[config.mk]
export PLATFORM = sky130hd
export DESIGN_NAME = ram_arbiter
export DESIGN_NICKNAME = d
export VERILOG_FILES = /design/src/rtl/ram_arbiter.sv
export SDC_FILE = /design/constraint.sdc
export NUM_CORES = 1
export LEC_CHECK = 0
export CAP_MARGIN = 15
export CORE_MARGIN = 10
export CORE_UTILIZATION = 37
export CTS_BUF_LIST = sky130_fd_sc_hd__clkbuf_4 sky130_fd_sc_hd__clkbuf_8
export DETAILED_ROUTE_END_ITERATION = 7
export PLACE_DENSITY_LB_ADDON = 0.1
export SYNTH_ARGS = -nofsm -noshare
export SYNTH_HDL_FRONTEND = slang
export SYNTH_SLANG_ARGS = --single-unit
[constraint.sdc]
create_clock -name clk -period 1.8 [get_ports clk]
set_input_delay 0.36 -clock clk [delete_from_list [all_inputs] [get_ports clk]]
set_output_delay 0.36 -clock clk [all_outputs]
set_load 0.01 [all_outputs]
[src/rtl/ram_arbiter.sv]
// ram_arbiter: single-port SRAM controller serving MEM load/store ahead of IF fetch, stalling the pipeline via ram_pause
module ram_arbiter #(
  parameter int ADDR_W = 18,
  parameter int DATA_W = 16,
  parameter int ACC_CYCLES = 2,
  parameter logic [DATA_W-1:0] NOP_INST = 16'h0800
) (
  input  logic              clk,
  input  logic              rst,
  input  logic              if_req,
  input  logic [ADDR_W-1:0] if_addr,
  output logic [DATA_W-1:0] if_inst,
  input  logic              mem_re,
  input  logic              mem_we,
  input  logic [ADDR_W-1:0] mem_addr,
  input  logic [DATA_W-1:0] mem_wdata,
  output logic [DATA_W-1:0] mem_rdata,
  output logic              ram_pause,
  output logic [ADDR_W-1:0] sram_addr,
  output logic [DATA_W-1:0] sram_wdata,
  output logic              sram_data_oe,
  input  logic [DATA_W-1:0] sram_rdata,
  output logic              sram_ce_n,
  output logic              sram_oe_n,
  output logic              sram_we_n
);
  typedef enum logic [1:0] {IDLE, DATA, INST, DONE} state_t;
  state_t state, state_n;
  logic [3:0] cnt;
  logic op_we, last, busy;
  assign last = cnt == 4'(ACC_CYCLES - 1);
  assign busy = state == DATA || state == INST;
  always_ff @(posedge clk) begin
    if (rst) begin
      state <= IDLE;
      cnt <= 4'd0;
      op_we <= 1'b0;
      sram_addr <= '0;
      sram_wdata <= '0;
      if_inst <= NOP_INST;
      mem_rdata <= '0;
    end else begin
      state <= state_n;
      cnt <= (state_n != state) ? 4'd0 : cnt + 4'(busy);
      if (state == IDLE && (mem_re || mem_we)) begin
        sram_addr <= mem_addr;
        sram_wdata <= mem_wdata;
        op_we <= mem_we;
      end
      if (state_n == INST && state != INST) sram_addr <= if_addr;
      if (state == DATA && last && !op_we) mem_rdata <= sram_rdata;
      if (state == INST && last) if_inst <= sram_rdata;
    end
  end
  always_comb begin
    state_n = IDLE;
    case (state)
      IDLE: state_n = (mem_re || mem_we) ? DATA : if_req ? INST : IDLE;
      DATA: state_n = !last ? DATA : if_req ? INST : DONE;
      INST: state_n = last ? DONE : INST;
      default: state_n = IDLE;
    endcase
  end
  always_comb begin
    ram_pause = busy;
    sram_ce_n = !busy;
    sram_data_oe = state == DATA && op_we;
    sram_oe_n = !(busy && !sram_data_oe);
    sram_we_n = !(sram_data_oe && !last);
  end
endmodule

==> out/qor.yml <==
status: "completed"
syn_nets: 395
nets: 557
fin_crit_sh_pct: 96.6
fp.dieArea_um2: 11800
yosysSeqAreaShare_pct: 50.2
cts_tree: "built"
drc_errors: 0
crit_buf_inv: 1
numCtsBuffers: 9
cts_buffer_depth: 2
clk_pin_slew_ns: 0.07
core.rowCount: 32
clock_skew_ns: 0.0107
cp.depth: 3
grt_pass1_vias: 2731
dpl.hpwl_um: 7080
p_sw_share_pct: 26.8
leakagePower_uw: 0.00198
grt_usage_pct: 15.2
routabilityCongestion: 0.819
cp-end-kind: "primary output"
grt_max_degree: 45
holdBufCountCts: 0
clock_sinks: 73
die_h_um: 109
yosys.cell_types.count: 39
slew_headroom_pct: 65.2
port_buffers: 143
ios: 144
rsz0062_at_grt: "true"
p_total_uw: 4190
route.vias.total: 2780
critPathTopFamily: "simple AND/OR/NAND/NOR gates"
synth_area_um2: 2910
slew_violations: 0
clock_tree.root_cell: "clkbuf_8"
avgSynthCellArea_um2: 9.21
r2r-end: "sram_addr[12]$_SDFFE_PP0P_"
totalWireLength_um: 9370
synth_edf_count: 0
place_inst: 568
initialDrtViolationCount: 89
die_w_um: 109
yosys_register_bits: 73
p_seq_share_pct: 43.0
avgRoutedWirePerCell_um: 16.0
yosys_warnings: 0
period_minus_slack_ns: 1.74
ir_drop_mv: 0.415
drive_above_1_share_pct: 16.8
hold_violations: 0
path_class: "reg2out"
p_sw_uw: 1120
cap_viol_max_count: 0
crit_path_start_kind: "register"
critPathLaunch: "cnt[3]$_SDFF_PP0_"
worst-path-max-fanout: 2
clkPwrFrac_pct: 31.5
initial_utilization_pct: 37.9
worstPathCellList: "or4b_4, nand2_1, buf_2"
min_path_type: "in2reg"
arrival_ns: 1.38
syn_to_final_growth_pct: 68.4
cts-htree-levels: 3
cellPowerDensity_nw_per_um2: 854
coreArea_um2: 7690
clock_latency_ns: 0.34
synth-async-reset-ratio_pct: 0
critPathMaxStageDelay_ns: 0.54
max_freq_mhz: 575
worst-r2r-cell-count: 9
overflow: 0
tightestPinTransition_ns: 0.521
holdPathStages: 3
cp-endpoint: "sram_we_n"
synth_ff_type: "dfxtp_1"
ant_nets: 0
grt_pass1_wl_um: 14300
setup_viol: 0
r2r_slack_ns: 0.07
drtPass1Iterations: 4
p_int_uw: 3060
critPathRequiredTime_ns: 1.44
netlist_instances: 316
diodes: 0
worstReg2RegStart: "state[0]$_SDFF_PP0_"
instances_no_fill: 585
cp_slowest_cell: "or4b_4"
antenna_found_initial: 0
via_per_inst: 4.75
pwr-share-comb_pct: 25.5
-- synthesized netlist by cell type (5+ instances only) --
| master | count | area, um2 |
|---|---|---|
| and2_1 | 19 | 119 |
| nor2_1 | 20 | 75.1 |
| mux2i_1 | 17 | 170 |
| a221o_2 | 8 | 90.1 |
| buf_2 | 5 | 25.0 |
| dfxtp_1 | 73 | 1460 |
| clkbuf_1 | 10 | 37.5 |
| ha_1 | 6 | 75.1 |
| a221o_1 | 10 | 100 |
| nand2_1 | 71 | 267 |
| a21oi_1 | 33 | 165 |
-- stage by stage --
stage / hold WS (ns) / setup TNS, ns / utilization [%] / setup WS (ns) / area, um2
after floorplan: 0.445 / 0 / - / 0.00324 / 2930
after global placement: 0.441 / -7.36 / 60.1 / -0.349 / 4620
after detailed placement: 0.445 / -8.67 / 60.1 / -0.425 / 4620
after CTS: 0.409 / 0 / 63.2 / 0.00486 / 4860
after global routing: 0.402 / -0.00302 / 63.8 / -0.00302 / 4900
final: 0.419 / 0 / 63.8 / 0.0615 / 4900
-- per-layer routing --
layer / vias to the layer above / GRT usage (%) / wire length, um
met5: - / 0 / 0
met1: 1259 / 18.3 / 4110
met3: 4 / 8.44 / 1060
met4: 0 / 4.14 / 75
met2: 107 / 22.9 / 4120
li1: 1410 / - / -
-- sequential cells by signal (all words and copies together) (netlist names) --
register,count
sram_addr,18
if_inst,16
mem_rdata,16
sram_wdata,16
cnt,4
state,2
op_we,1
-- cells in the final DEF (no fill, tap or decap), types with 2 or more instances in the layout --
cell type and instances:
clkbuf_4 2, dfxtp_2 2, a221o_1 10, buf_4 25, clkdlybuf4s50_1 136, ha_4 2
buf_12 3, inv_1 2, dfxtp_1 70, and2_1 19, a21oi_1 33, nand2b_1 4
nor2_1 19, clkbuf_8 10, nor3_1 3, a221o_2 8, nor4b_2 2, mux2i_1 17
buf_2 3, dlygate4sd2_1 3, clkinv_4 2, nand2_1 71, nand3_1 2, ha_2 2
ha_1 2
-- worst min-delay path: stages --
cell	delay [ns]
dlymetal6s2s_1	0.20
nand2_1	0.09
a21oi_1	0.06
-- timing repair --
item,CTS,global route
endpoints found under the setup margin,27,24
gates cloned,0,0
resized for setup,20,13
pin swaps,1,4
setup buffers,0,1
-- layout make-up --
cell class / instances / area (um2)
clock buffers: 12 / 153
clock inverters: 4 / 52.6
fillers: 667 / 2780
inverters: 4 / 17.5
multi-input cells: 219 / 1420
flip-flops and latches: 73 / 1470
well taps: 102 / 128
repair buffers: 171 / 1660
-- worst min-delay path by stage --
stage                               start                    endpoint  slack (ns)
2_1_floorplan          op_we$_SDFFE_PP0P_          op_we$_SDFFE_PP0P_        0.44
3_3_place_gp   sram_wdata[1]$_SDFFE_PP0P_  sram_wdata[1]$_SDFFE_PP0P_        0.44
3_5_place_dp   sram_wdata[1]$_SDFFE_PP0P_  sram_wdata[1]$_SDFFE_PP0P_        0.45
4_1_cts                               rst     if_inst[2]$_SDFFE_PP0P_        0.41
5_1_grt                            mem_we          op_we$_SDFFE_PP0P_        0.40
6_report                           mem_we          op_we$_SDFFE_PP0P_        0.42
-- power groups by stage --
stage / clock, uW / combinational [uW] / sequential, uW
after CTS: 1380 / 1060 / 1800
after global placement: 0 / 1030 / 1830
after global routing: 1430 / 1160 / 1810
after detailed placement: 0 / 1050 / 1830
final: 1320 / 1070 / 1800
after floorplan: 0 / 403 / 1880
-- cells by family (layout without fill, tap and decap cells) --
group / after synthesis / after routing / synth area share, %
xor gates and xnor gates: 2 / 2 / 0.602
AOI/OAI and AO/OA: 60 / 60 / 14.6
DFF: 73 / 73 / 50.2
and+or+nand+nor: 134 / 134 / 22.0
muxes: 17 / 17 / 5.84
buffers and inverters: 24 / 191 / 4.21
adders and majority gates: 6 / 6 / 2.58
No activity file was read; power rests on OpenSTA's default activity.
